--- src/rtl/mem_xfer_pkg.sv ---
// Shared definitions for the mem-to-mem transfer engine and its result-side consumers.
package mem_xfer_pkg;

  localparam int MEMB_DATA_W = 8;
  localparam int MEMB_ADDR_W = 2;

  typedef enum logic {
    FILL  = 1'b0,
    DRAIN = 1'b1
  } xfer_state_t;

endpackage

--- src/rtl/mask_next_idx.sv ---
// Combinational priority encoder: lowest set mask bit at or above a start index.
module mask_next_idx #(
  parameter int DEPTH  = 4,
  parameter int ADDR_W = 2
) (
  input  logic [DEPTH-1:0]  i_mask,
  input  logic [ADDR_W:0]   i_start,
  output logic [ADDR_W-1:0] o_idx,
  output logic              o_found
);

  localparam int SW = ADDR_W + 1;

  logic [DEPTH-1:0] w_cand;

  // start is one bit wider than an index so "past the top" is representable
  generate
    for (genvar gi = 0; gi < DEPTH; gi++) begin : g_cand
      assign w_cand[gi] = i_mask[gi] && (SW'(gi) >= i_start);
    end
  endgenerate

  always_comb begin
    o_found = 1'b0;
    o_idx   = '0;
    for (int i = DEPTH - 1; i >= 0; i--) begin
      if (w_cand[i]) begin
        o_found = 1'b1;
        o_idx   = ADDR_W'(i);
      end
    end
  end

endmodule

--- src/rtl/memb_result_reader.sv ---
// Captures result-memory B writes into a local buffer, then streams the written
// entries in ascending address order over valid/ready when the batch completes.
module memb_result_reader
  import mem_xfer_pkg::*;
#(
  parameter int DATA_W = MEMB_DATA_W,
  parameter int DEPTH  = 4,
  parameter int ADDR_W = MEMB_ADDR_W
) (
  input  logic              clock,
  input  logic              reset,
  input  logic              web,
  input  logic [ADDR_W-1:0] addrb,
  input  logic [DATA_W-1:0] datainb,
  input  logic              batch_done,
  output logic [DATA_W-1:0] dout,
  output logic              dout_valid,
  input  logic              dout_ready,
  output logic              dout_last,
  output logic              busy,
  output logic              overrun
);

  localparam int SW = ADDR_W + 1;
  localparam logic [ADDR_W:0] DEPTH_C = SW'(DEPTH);

  xfer_state_t       r_state;
  xfer_state_t       w_state_next;
  logic [DEPTH-1:0]  r_mask;
  logic [DEPTH-1:0]  w_mask_next;
  logic [DEPTH-1:0]  w_wr_onehot;
  logic [DEPTH-1:0]  w_mask_eff;
  logic [DATA_W-1:0] r_mem [DEPTH];
  logic [DATA_W-1:0] r_dout;
  logic              r_valid;
  logic              r_last;
  logic              r_busy;
  logic              r_overrun;
  logic [ADDR_W-1:0] r_next_idx;

  logic              w_addr_ok;
  logic              w_wr_en;
  logic              w_xfer;
  logic              w_load;
  logic              w_drop;
  logic              w_ovr_set;
  logic [ADDR_W-1:0] w_first_idx;
  logic              w_first_found;
  logic [ADDR_W-1:0] w_ld_idx;
  logic [ADDR_W-1:0] w_more_idx;
  logic              w_more_found;
  logic [ADDR_W:0]   w_more_start;

  assign w_addr_ok = ({1'b0, addrb} < DEPTH_C);
  assign w_wr_en   = (r_state == FILL) && web && w_addr_ok;
  assign w_xfer    = r_valid && dout_ready;

  generate
    for (genvar gi = 0; gi < DEPTH; gi++) begin : g_wr_onehot
      assign w_wr_onehot[gi] = w_wr_en && (addrb == ADDR_W'(gi));
    end
  endgenerate

  // Coincident write counts toward the batch that batch_done closes
  assign w_mask_eff = r_mask | w_wr_onehot;

  mask_next_idx #(
    .DEPTH  (DEPTH),
    .ADDR_W (ADDR_W)
  ) u_first (
    .i_mask  (r_mask),
    .i_start ('0),
    .o_idx   (w_first_idx),
    .o_found (w_first_found)
  );

  // Successor of whatever word is being loaded now; its absence marks the last word
  assign w_ld_idx     = r_valid ? r_next_idx : w_first_idx;
  assign w_more_start = {1'b0, w_ld_idx} + SW'(1);

  mask_next_idx #(
    .DEPTH  (DEPTH),
    .ADDR_W (ADDR_W)
  ) u_more (
    .i_mask  (r_mask),
    .i_start (w_more_start),
    .o_idx   (w_more_idx),
    .o_found (w_more_found)
  );

  always_ff @(posedge clock) begin
    if (reset) begin
      r_state <= FILL;
    end else begin
      r_state <= w_state_next;
    end
  end

  always_comb begin
    w_state_next = r_state;
    w_mask_next  = r_mask;
    w_load       = 1'b0;
    w_drop       = 1'b0;
    w_ovr_set    = 1'b0;
    case (r_state)
      FILL: begin
        w_mask_next = w_mask_eff;
        if (web && !w_addr_ok) begin
          w_ovr_set = 1'b1;
        end
        if (batch_done && (w_mask_eff != '0)) begin
          w_state_next = DRAIN;
        end
      end
      DRAIN: begin
        if (web || batch_done) begin
          w_ovr_set = 1'b1;
        end
        if (!r_valid) begin
          if (w_first_found) begin
            w_load = 1'b1;
          end else begin
            w_drop       = 1'b1;
            w_mask_next  = '0;
            w_state_next = FILL;
          end
        end else if (w_xfer) begin
          if (r_last) begin
            w_drop       = 1'b1;
            w_mask_next  = '0;
            w_state_next = FILL;
          end else begin
            w_load = 1'b1;
          end
        end
      end
      default: begin
        w_state_next = FILL;
      end
    endcase
  end

  // Buffer contents survive reset; only the mask says what is valid
  always_ff @(posedge clock) begin
    if (w_wr_en) begin
      r_mem[addrb] <= datainb;
    end
  end

  always_ff @(posedge clock) begin
    if (reset) begin
      r_mask     <= '0;
      r_dout     <= '0;
      r_valid    <= 1'b0;
      r_last     <= 1'b0;
      r_busy     <= 1'b0;
      r_overrun  <= 1'b0;
      r_next_idx <= '0;
    end else begin
      r_mask    <= w_mask_next;
      r_busy    <= (w_state_next == DRAIN);
      r_overrun <= r_overrun | w_ovr_set;
      if (w_load) begin
        r_dout     <= r_mem[w_ld_idx];
        r_valid    <= 1'b1;
        r_last     <= !w_more_found;
        r_next_idx <= w_more_idx;
      end else if (w_drop) begin
        r_valid <= 1'b0;
        r_last  <= 1'b0;
      end
    end
  end

  assign dout       = r_dout;
  assign dout_valid = r_valid;
  assign dout_last  = r_last;
  assign busy       = r_busy;
  assign overrun    = r_overrun;

endmodule

--- config.mk ---
export PLATFORM = sky130hd
export DESIGN_NAME = memb_result_reader
export DESIGN_NICKNAME = d
export VERILOG_FILES = /design/src/rtl/mem_xfer_pkg.sv /design/src/rtl/mask_next_idx.sv /design/src/rtl/memb_result_reader.sv
export SDC_FILE = /design/constraint.sdc
export NUM_CORES = 1
export LEC_CHECK = 0
export ABC_AREA = 1
export BUFFER_PORTS_ARGS = -buffer_cell sky130_fd_sc_hd__buf_4
export CORE_ASPECT_RATIO = 1.2
export CORE_MARGIN = 1.5
export CORE_UTILIZATION = 40
export CTS_BUF_LIST = sky130_fd_sc_hd__clkbuf_8 sky130_fd_sc_hd__clkbuf_16
export DETAILED_ROUTE_END_ITERATION = 8
export PLACE_DENSITY = 0.6
export SKIP_LAST_GASP = 1
export SLEW_MARGIN = 20
export SYNTH_ARGS = -nofsm -noshare
export SYNTH_HDL_FRONTEND = slang
export SYNTH_SLANG_ARGS = --single-unit
export TNS_END_PERCENT = 100
--- constraint.sdc ---
create_clock -name clock -period 4.85 [get_ports clock]
set_input_delay 0 -clock clock [delete_from_list [all_inputs] [get_ports clock]]
set_output_delay 0 -clock clock [all_outputs]
set_load 0.005 [all_outputs]
Word-level counts from Yosys, hierarchy flattened:

Memories as Yosys holds them, arrays and structs flattened. A register that Yosys moved wholly into a read port is not among the register bits.
Cells that the tools add are included.

* add/subtract/negate cells: 1
* multipliers: 0
* div/mod/pow operators: 0
* order comparisons: 4
* equality and inequality tests: 6
* shift-type cells: 0
* muxes and demuxes: 43
* bitwise gates (word level): 3
* reduce and logical (&&, ||, !) cells: 17

Operators by type and width (count)
* $mux 1: 27
* $mux 2: 9
* $mux 4: 4
* $logic_and 1x1->1: 11
* $pmux 4 s2: 1
* $ge 1x3->1 const A: 2
* $ge 2x3->1 const A: 2
* $ne 3x3->1 const B: 2
* $eq 2x2->1 const B: 2
* $or 4x4->4: 1
* $pmux 1 s2: 2
* $reduce_bool 4->1: 1
* $add 2x1->3 const B: 1
* $ne 3x2->1 const B: 1
* $reduce_and 3->1: 1
* $eq 2x1->1 const B: 1
* $logic_not 2->1: 1
* $reduce_bool 2->1: 1
* $logic_not 1->1: 1
* $logic_or 1x1->1: 1
* $not 1->1: 1
* $or 1x1->1: 1

* bits in registers: 10
* latch bits: 0
* memory bits (writable): 32
* memory bits (read-only): 0
* bits of input ports: 15
* output and inout port bits: 12
* logic and storage cells: 81
* memories kept: 1

Memory list
* r_mem: words 4, bits a word 8, read ports 1, clocked after Yosys merged registers in 1, write ports 1, line memb_result_reader.sv:33 `logic [DATA_W-1:0] r_mem [DEPTH];`

Longest topological paths before layout:

Gate-level depths: netlist (run 1).

* depth after elaboration: 14
* gate-level depth with buffers: 11
* mapped depth without buffers: 11

Hierarchy:

A second synthesis (run 1) with hierarchy kept.

* cell total of the unflattened synthesis: 262
* area, all modules: 2297.2 um^2

By module, submodules not included
* memb_result_reader: instances 1, cells each 228, area each 2127.0 um^2, seq. area each 1321.3 um^2
* mask_next_idx: instances 2, cells each 17, area each 85.1 um^2, seq. area each 0.0 um^2

Least setup slack after synthesis (run 1):

No wires, ideal clock.

* path kind: register -> register
* start point: reg, netlist name busy
* end point: mem r_mem[1][0] in the netlist's numbering, enable pin
* setup time: 0.386 ns
* arrival: 1.186 ns
* data required time: 4.464 ns
* path slack: 3.278 ns
* stages on the path, launching flop included: 4
* buffers on the path: 0
* clock period less this slack: 1.572 ns
* cells stage by stage: dfxtp_1 nor2_1 inv_1 nor3_1

RTL lines (line)
* to (decl): memb_result_reader.sv:33

==> results of run 1 <==
==> per-stage QoR <==
step | util, % | power, mW | setup slack (ps) | instances | hold slack (ps)
6_report | 52.2 | 0.941 | 3280 | 307 | 7.49
5_1_grt | 52.2 | 0.987 | 3110 | 307 | 10.9
2_1_floorplan | - | 0.574 | 3280 | 206 | 69.1
3_3_place_gp | 47.2 | 0.615 | 2990 | 289 | 204
4_1_cts | 51.8 | 0.949 | 2890 | 307 | 4.10
3_5_place_dp | 47.2 | 0.616 | 2910 | 289 | 206
==> worst max-delay path by stage <==
| stage | endpoint | cells past startpoint | slack, ps | startpoint |
|---|---|---|---|---|
| floorplan | r_mem[1][0] | 3 | 3280 | busy |
| global placement | r_mem[1][5] | 3 | 2990 | busy |
| detailed placement | r_mem[2][7] | 3 | 2910 | busy |
| CTS | r_mem[2][1] | 3 | 2890 | busy |
| global route | r_mem[1][3] | 3 | 3110 | busy |
| finish | r_mem[2][7] | 3 | 3280 | busy |
==> power groups by stage <==
stage	clock network (mW)	logic [mW]	registers, mW
final	0.329	0.127	0.485
after global routing	0.356	0.143	0.488
after CTS	0.336	0.127	0.485
after detailed placement	0	0.121	0.495
after global placement	0	0.121	0.495
after floorplan	0	0.0805	0.493
==> state kept, by name, summed over array words and instances (netlist names) <==
| signal | flops |
|---|---|
| r_mem | 32 |
| r_next_idx | 2 |
| r_mask | 4 |
| dout_valid | 1 |
| overrun | 1 |
| busy | 1 |
| dout_last | 1 |
| dout | 8 |
==> worst min-delay path: stages <==
cell,delay (ps)
buf_4,90
o21ai_0,70
a21oi_1,110
==> layout by cell type, fill, tap and decap left out, types with 2 or more instances in the layout <==
cell type and count:
dlygate4sd3_1 10, clkbuf_8 5, o21a_1 9, edfxtp_1 32, nor3_2 4, o21ai_0 2
a21oi_1 8, dfxtp_1 18, nand2_2 8, nand3_1 23, buf_4 26, nand4_1 5
inv_1 24, nand3b_1 8, nor2_1 17, nand2_1 35, inv_2 3, nand2_4 2
==> what timing repair did <==
item,in CTS,in global routing
hold buffers,10,0
gates resized for setup,0,0
hold endpoints to repair,37,0
==> kinds of logic after synthesis <==
logic type,count (synthesis)
DFF,50
buffers and inverters,32
and+or+nand+nor,105
AOI/OAI and AO/OA,19
==> metal layers <==
layer / part of all wire (%) / wire length, um
met5: 0 / 0
met4: 0.81 / 35
met3: 4.7 / 203
met2: 46 / 2010
met1: 48 / 2100
==> area by class of cell <==
cell class / count / share of cell area [%]
clock buffer: 6 / 3.59
clock inverter: 2 / 1.48
inverter: 29 / 4.35
multi-input combinational: 124 / 25.9
sequential: 50 / 50.5
tap: 60 / 2.87
timing repair buffer: 36 / 11.3
==> flow_summary.ini, run 1 <==
[detailed_routing]
drtIter0Drc = 80
vias_per_cell = 4.83
route.detailed.drc = 0
ant_nets = 0
wirelength_um = 4350
wl_per_cell_um = 14.2
dr.pass1.iters = 4
num_vias = 1484

[synth]
synth_top_area_cell = edfxtp_1
synth_top_family_by_area = simple AND/OR/NAND/NOR gates
synth.ff_latch_count = 50
yosysMostFrequentCell = nand2_1
yosys_most_used_dff = edfxtp_1
synthSimpleGateAreaFrac_pct = 25.4
synth_area_sq_mm = 0.00213
synthAdderAreaFrac_pct = 0
synth_top_area_share_pct = 45.2
synthDistinctLibCells = 21
synthArstFlopShare_pct = 0
netlist_top_cells_area = edfxtp_1 (45%), dfxtp_1 (17%), nand2_1 (6.2%)
synth_compound_gate_area_share_pct = 5.53
syn_nets = 221
synth_edf_count = 32
synth-xor-area-share_pct = 0
ys_seq_area_share_pct = 62.1
synth_mux_area_share_pct = 0
synthTopCellsByCount = nand2_1 (35), edfxtp_1 (32), inv_1 (24)
synth_area_per_cell_sq_um = 10.3
netlist_instances = 206
ys_warn_count = 0

[floorplan]
dieWidth_um = 69.6
die_area_sq_mm = 0.00577
core_sq_mm = 0.00501
rows = 28
start_util_pct = 42.5
num_io_pins = 27
dieHeight_um = 82.9

[pwr]
p_switching_mw = 0.230
p_int_mw = 0.711
pwr-share-comb_pct = 13.4
p_leak_nw = 1.08
p_per_area_mw_per_mm2 = 360
switching_share_pct = 24.5
p_clk_share_pct = 35.0
vdd_drop_max_mv = 0.215
sequentialPowerShare_pct = 51.6

[placed_design]
port-buffer-count = 26
hpwl_um = 3030
gp_congestion = 0.788
place_area_sq_mm = 0.00236

[clock_network]
post_cts_buffers = 0
clk_pin_slew_ps = 90
cts.path.max_buffers = 2
cts_sinks = 50
cts_max_level = 2
clk_latency_ps = 300
cts_tree = done
cts_root_buffer = clkbuf_8
cts_buffers = 5

[sta]
min_period_ps = 1570
hold_viol = 0
slew_violations = 0
slew-limit-headroom_pct = 52.1
fmax_mhz = 638
fin_crit_sh_pct = 32.3
fin_setup_tns_ps = 0
setup_viol = 0
rsz0062_at_grt = no
finClkSkew_ps = 2.23
worst_pin_slew_ps = 714

[global_routing]
antenna_found_initial = 0
use_met1_pct = 22.1
grt_pass1_vias = 1446
grt.overflow.total = 0
busiest_layer = met2
use_met2_pct = 25.6
track_usage_pct = 16.4
grt_start_max_net_pins = 19
grt_util_met3_pct = 4.00
grt_pass1_wl_um = 7290

[layout]
layout-drive-gt1-share_pct = 22.3
seq_area_sq_mm = 0.00132
synthToLayoutAreaGrowth_pct = 23.0
antenna_cells = 0
finalNetCount = 261
multiInputGateArea_sq_um = 678
n_fill_cell = 474
fin_area_sq_mm = 0.00262

[setup_path]
worstPathMaxFanout = 9
worst_r2r_path_depth = 3
path_cells = nor2_1 -> inv_1 -> nor3_2
worstPathRequired_ps = 4790
slowest_delay_ps = 560
timing.rr.end = r_mem[2][7]
slowest_stage = nor3_2
crit_path_start_kind = register
cp.arrival_ps = 1510
ff2ff_setup_slack_ps = 3280
path_delay_family = simple AND/OR/NAND/NOR gates
r2r_start = busy
criticalPathCategory = register to register
endpoint_kind = register
cp_num_buf_inv = 1

[hold_path]
hold_class = input pin to register
whs_path_depth = 3
holdPathEnd = overrun
hold_path_startpoint = web

[flow_run]
max_cap_violations = 0

[outcome]
status = complete, no violations
(Power assumes the default switching activity.)
==> run 2, diff against run 1 <==
--- a/config.mk
+++ b/config.mk
@@ -12,7 +12,7 @@
 export CORE_UTILIZATION = 40
 export CTS_BUF_LIST = sky130_fd_sc_hd__clkbuf_8 sky130_fd_sc_hd__clkbuf_16
 export DETAILED_ROUTE_END_ITERATION = 8
-export PLACE_DENSITY = 0.6
+export PLACE_DENSITY = 0.62
 export SKIP_LAST_GASP = 1
 export SLEW_MARGIN = 20
 export SYNTH_ARGS = -nofsm -noshare
==> constraint.sdc (replaced) <==
create_clock -name clock -period 1.4 [get_ports clock]
set_input_delay 0 -clock clock [delete_from_list [all_inputs] [get_ports clock]]
set_output_delay 0 -clock clock [all_outputs]
set_load 0.005 [all_outputs]
==> run 2 against run 1 <==
Register-to-register slack worse by 3200 ps. Power rose to 3.2 times the previous value. Worst hold slack improved by 73 ps. Global-route usage up 0.19 points. Sequential share of layout area shrank 2.6 points. Combinational power rose to 4.5 times the previous value. Die area unchanged. Clock power is 140% higher. Core utilization is 3.2 points higher. Clock skew grew 2.2 ps. Design area grew 6.2%. Highest routed layer unchanged.
==> flow_summary.ini, run 2 (synthesis gave the netlist of run 1 again) <==
[outcome]
status = complete, no violations

[layout]
antenna_cells = 0
fin_area_sq_mm = 0.00278
fin_cells = 329
finalNetCount = 283
layout-drive-gt1-share_pct = 29.4
largest-register = r_mem
layout_commonest_cell = buf_4
final_cell_mix = buf_4 (43), nand2_1 (32), edfxtp_1 (32)
synthToLayoutAreaGrowth_pct = 30.6
largest_register_ffs = 32
n_fill_cell = 461
fin_util_pct = 55.4

[pwr]
p_per_area_mw_per_mm2 = 1090
p_leak_nw = 1.19
p_clk_share_pct = 25.6
p_int_mw = 2.25
p_switching_mw = 0.778
pwr-share-comb_pct = 18.9
sequentialPowerShare_pct = 55.5
vdd_drop_max_mv = 0.570
switching_share_pct = 25.7

[floorplan]
core_sq_mm = 0.00501
dieWidth_um = 69.6
dieHeight_um = 82.9
start_util_pct = 42.5
rows = 28
num_io_pins = 27
die_area_sq_mm = 0.00577

[clock_network]
cts.path.max_buffers = 2
clk_pin_slew_ps = 80
cts_root_buffer = clkbuf_8
clk_latency_ps = 300
cts_tree = done
cts_buffers = 5
cts_sinks = 50
cts_max_level = 2

[sta]
fmax_mhz = 741
setup_viol = 0
hold_viol = 0
slew-limit-headroom_pct = 77.2
worst_pin_slew_ps = 340
rsz0062_at_grt = yes
setup_ws_ps = 51.1
finClkSkew_ps = 4.39
min_period_ps = 1350
slew_violations = 0
fin_crit_sh_pct = 96.4

[placed_design]
gp_congestion = 0.740
post-place-ws_ps = 24.6
hpwl_um = 2970
port-buffer-count = 26
place_area_sq_mm = 0.00245
dp_cells = 301

[detailed_routing]
vias_per_cell = 4.83
dr.pass1.iters = 4
ant_nets = 0
drtIter0Drc = 51
route.detailed.drc = 0
wl_per_cell_um = 13.9
num_vias = 1588
wirelength_um = 4590

[setup_path]
endpoint_kind = register
criticalPathCategory = register to register
worst_r2r_path_depth = 9
worstPathMaxFanout = 7
cp.arrival_ps = 1550
crit_path_start_kind = register
worstPathRequired_ps = 1600

[global_routing]
track_usage_pct = 16.5
grt_pass1_wl_um = 7350
grt_start_max_net_pins = 19
grt_pass1_vias = 1515
antenna_found_initial = 0
grt.overflow.total = 0

[hold_path]
hold_class = input pin to register
whs_path_depth = 5

[flow_run]
max_cap_violations = 0
==> run 2: cell types whose count changed in the layout (fill, tap and decap cells not counted), moves of 2 or more <==
| cell | change |
|---|---|
| nor3_1 | +4 |
| dfxtp_2 | +4 |
| nand2_1 | -3 |
| nor3_2 | -4 |
| buf_12 | +2 |
| inv_1 | +3 |
| buf_4 | +17 |
| dfxtp_1 | -5 |
| nand2_4 | +3 |
==> run 2: worst paths after layout <==
kind,end,start,slack [ps]
min,busy,web,80
min reg2reg,r_next_idx[1],r_next_idx[1],490
max reg2reg,dout[2],dout_valid,50
max,dout[2],dout_valid,50
==> run 2: metal layers <==
metal / vias to the layer above / GRT usage (%) / wire length, um
li1: 810 / - / -
met1: 730 / 20.8 / 1910
met2: 41 / 28.0 / 2390
met3: 7 / 3.52 / 225
met4: 0 / 5.88 / 57
met5: - / 0 / 0
==> run 2: layout make-up <==
cell class                      instances  area (sq um)  area share [%]
Tap cell                               60          75.1            2.70
Inverter                               29           114            4.10
Clock inverter                          3          11.3           0.405
Clock buffer                            5          68.8            2.48
Sequential cell                        50          1330            47.9
Timing Repair Buffer                   57           484            17.4
Multi-Input combinational cell        125           694            25.0
==> run 2: power by group through the flow <==
| stage | Sequential [mW] | Clock, mW | Combinational, mW |
|---|---|---|---|
| after CTS | 1.68 | 0.797 | 0.484 |
| after detailed placement | 1.71 | 0 | 0.457 |
| after floorplan | 1.71 | 0 | 0.279 |
| after global placement | 1.71 | 0 | 0.451 |
| final | 1.68 | 0.777 | 0.572 |
| after global routing | 1.69 | 0.871 | 0.628 |
==> run 2: timing repair <==
item	4_1_cts	5_1_grt
endpoints found under the setup margin	0	12
hold endpoints to repair	37	0
hold buffers	11	0
gates resized for setup	0	14
buffers inserted	0	8
==> run 2: stage by stage <==
stage               hold WS [ps]  power [mW]  setup TNS [ps]
global route                 106        3.19           -90.1
global placement             203        2.16               0
floorplan                   69.1        1.99           -5650
finish                      80.9        3.03               0
CTS                         76.5        2.96               0
detailed placement           205        2.17               0
==> run 2: worst max-delay path, cell delays in order, from the launching register on <==
cell and delay [ps]:
dfxtp_4 370, nor2_1 180, nand2_4 120, nand2_8 130, nor2_8 70, buf_12 130, nand2_1 50, nand4_1 80
nand2_1 80, inv_1 40
==> run 3, diff against run 2 <==
--- a/config.mk
+++ b/config.mk
@@ -5,12 +5,11 @@
 export SDC_FILE = /design/constraint.sdc
 export NUM_CORES = 1
 export LEC_CHECK = 0
-export ABC_AREA = 1
 export BUFFER_PORTS_ARGS = -buffer_cell sky130_fd_sc_hd__buf_4
 export CORE_ASPECT_RATIO = 1.2
 export CORE_MARGIN = 1.5
 export CORE_UTILIZATION = 40
-export CTS_BUF_LIST = sky130_fd_sc_hd__clkbuf_8 sky130_fd_sc_hd__clkbuf_16
+export CTS_BUF_LIST = sky130_fd_sc_hd__clkbuf_4 sky130_fd_sc_hd__clkbuf_8 sky130_fd_sc_hd__clkbuf_16
 export DETAILED_ROUTE_END_ITERATION = 8
 export PLACE_DENSITY = 0.62
 export SKIP_LAST_GASP = 1
==> run 3 against run 2 <==
The run now ends with negative setup slack left. Design area is 2.8% higher. Routed wire length is 7.0% lower. First-iteration DRC count is 25% higher. Combinational power is 7.0% lower. Critical path depth is 4 lower. Clock-buffer cell count stayed put. Synthesized cell count is 32% lower. Clock skew hardly changed. Register-to-register slack worse by 290 ps. Worst hold slack worse by 56 ps. Clock power is 31% higher. Critical endpoint is now dout[3]. Largest power group unchanged.
==> flow_summary.ini, run 3 <==
[outcome]
status = finished with violations
violations = negative setup slack

[setup_path]
cp.arrival_ps = 1820
endpoint_kind = register
path_cells = or4_4 -> a31oi_4 -> or3b_4 -> buf_8 -> o221ai_2
worstPathMaxFanout = 8
path_delay_family = simple AND/OR/NAND/NOR gates
worstPathRequired_ps = 1580
cp_num_buf_inv = 1
criticalPathCategory = register to register
slowest_delay_ps = 550
slowest_stage = or4_4
crit_path_start_kind = register

[clock_network]
cts.path.max_buffers = 2
cts_tree = done
clk_pin_slew_ps = 90
cts_sinks = 50
cts_buffers = 5
cts_root_buffer = clkbuf_8
clk_latency_ps = 300
cts_max_level = 2

[placed_design]
place_area_sq_mm = 0.00252
dp_cells = 243
port-buffer-count = 26
post-place-ws_ps = -299
gp_congestion = 0.807
hpwl_um = 3010

[detailed_routing]
ant_nets = 0
wl_per_cell_um = 16.2
dr.pass1.iters = 4
route.detailed.drc = 0
vias_per_cell = 5.24
num_vias = 1378
wirelength_um = 4260
drtIter0Drc = 64

[pwr]
pwr-share-comb_pct = 16.5
sequentialPowerShare_pct = 51.8
p_leak_nw = 1.04
p_switching_mw = 0.754
p_int_mw = 2.47
switching_share_pct = 23.4
p_clk_share_pct = 31.7
power.total_mw = 3.22
p_per_area_mw_per_mm2 = 1130
vdd_drop_max_mv = 0.767

[synth]
synth_top_area_cell = edfxtp_1
yosysMostFrequentCell = edfxtp_1
synth_area_sq_mm = 0.00207
synth.ff_latch_count = 50
netlist_instances = 141
syn_nets = 156
synthTopCellsByCount = edfxtp_1 (32), dfxtp_1 (18), mux2i_1 (17)
synth_area_per_cell_sq_um = 14.7
ys_seq_area_share_pct = 63.8
synthDistinctLibCells = 34
yosys_most_used_dff = edfxtp_1
ys_warn_count = 0
synth_edf_count = 32
synth_top_area_share_pct = 46.4
netlist_top_cells_area = edfxtp_1 (46%), dfxtp_1 (17%), mux2i_1 (8.2%)
synthArstFlopShare_pct = 0

[layout]
final_cell_mix = buf_4 (45), edfxtp_1 (32), dfxtp_1 (15)
finalNetCount = 217
largest_register_ffs = 32
fin_cells = 263
largest-register = r_mem
fin_util_pct = 57.4
layout_commonest_cell = buf_4
n_fill_cell = 405
fin_area_sq_mm = 0.00286
synthToLayoutAreaGrowth_pct = 38.0
layout-drive-gt1-share_pct = 48.8
antenna_cells = 0

[floorplan]
num_io_pins = 27
rows = 28
dieHeight_um = 81.8
dieWidth_um = 68.7
start_util_pct = 41.6
core_sq_mm = 0.00497
die_area_sq_mm = 0.00562

[sta]
slew-limit-headroom_pct = 76.8
setup_viol = 16
setup_ws_ps = -237
rsz0062_at_grt = yes
hold_viol = 0
fin_crit_sh_pct = 117
slew_violations = 0
min_period_ps = 1640
fmax_mhz = 611
finClkSkew_ps = 4.51
worst_pin_slew_ps = 344

[hold_path]
hold_class = input pin to register

[global_routing]
grt_start_max_net_pins = 18
grt.overflow.total = 0
antenna_found_initial = 0
track_usage_pct = 17.3
grt_pass1_vias = 1426
grt_pass1_wl_um = 6870

[flow_run]
max_cap_violations = 0
run 3: cell families after synthesis:
| family | Yosys count | synth area share (%) |
|---|---|---|
| multiplexers | 17 | 8.22 |
| AO/OA/AOI/OAI | 31 | 14.1 |
| AND/OR/NAND/NOR | 33 | 10.3 |
| buffers and inverters | 10 | 3.45 |
| flip-flops | 50 | 63.8 |
run 3: tightest hold or removal path: stages:
cell and delay, ps:
buf_4 90, o21a_1 110, o21a_1 90
run 3: repair_timing:
action,CTS,global route
buffers inserted,2,0
endpoints found under the setup margin,24,24
hold buffers,10,0
resized for setup,17,7
pin swaps,6,4
hold endpoints to repair,35,0
run 3: per-layer routing:
metal / vias to the layer above / global-route usage [%] / part of all wire, %
met1: 682 / 20.9 / 42
met3: 4 / 4.25 / 3.7
met4: 0 / 6.80 / 0.84
met5: - / 0 / 0
li1: 660 / - / -
met2: 32 / 29.1 / 54
run 3: worst paths after layout:
kind	from	to	slack [ps]	depth (start not counted)
max	r_mask[0]	dout[3]	-240	5
min	web	busy	20	3
max reg2reg	r_mask[0]	dout[3]	-240	5
min reg2reg	overrun	overrun	450	2
run 3: final cells by class:
class                           count  area, sq um  area share (%)
Timing Repair Buffer               61          527            18.4
Inverter                            3         11.3           0.394
Sequential cell                    50         1330            46.5
Tap cell                           60         75.1            2.63
Multi-Input combinational cell     81          797            27.9
Clock buffer                        5         68.8            2.41
Clock inverter                      3         48.8            1.71
run 3: through the flow:
step / setup TNS (ps) / hold WS (ps)
3_3_place_gp: -2480 / 199
3_5_place_dp: -3440 / 203
6_report: -2730 / 24.4
4_1_cts: -2810 / 14.8
5_1_grt: -3700 / 36.5
2_1_floorplan: -2760 / 98.9
run 3: power by group through the flow:
| stage | registers [mW] | clock network, mW | logic (mW) |
|---|---|---|---|
| 6_report | 1.67 | 1.02 | 0.532 |
| 5_1_grt | 1.67 | 1.11 | 0.571 |
| 4_1_cts | 1.67 | 1.04 | 0.519 |
| 3_5_place_dp | 1.70 | 0 | 0.450 |
| 3_3_place_gp | 1.69 | 0 | 0.440 |
| 2_1_floorplan | 1.69 | 0 | 0.261 |
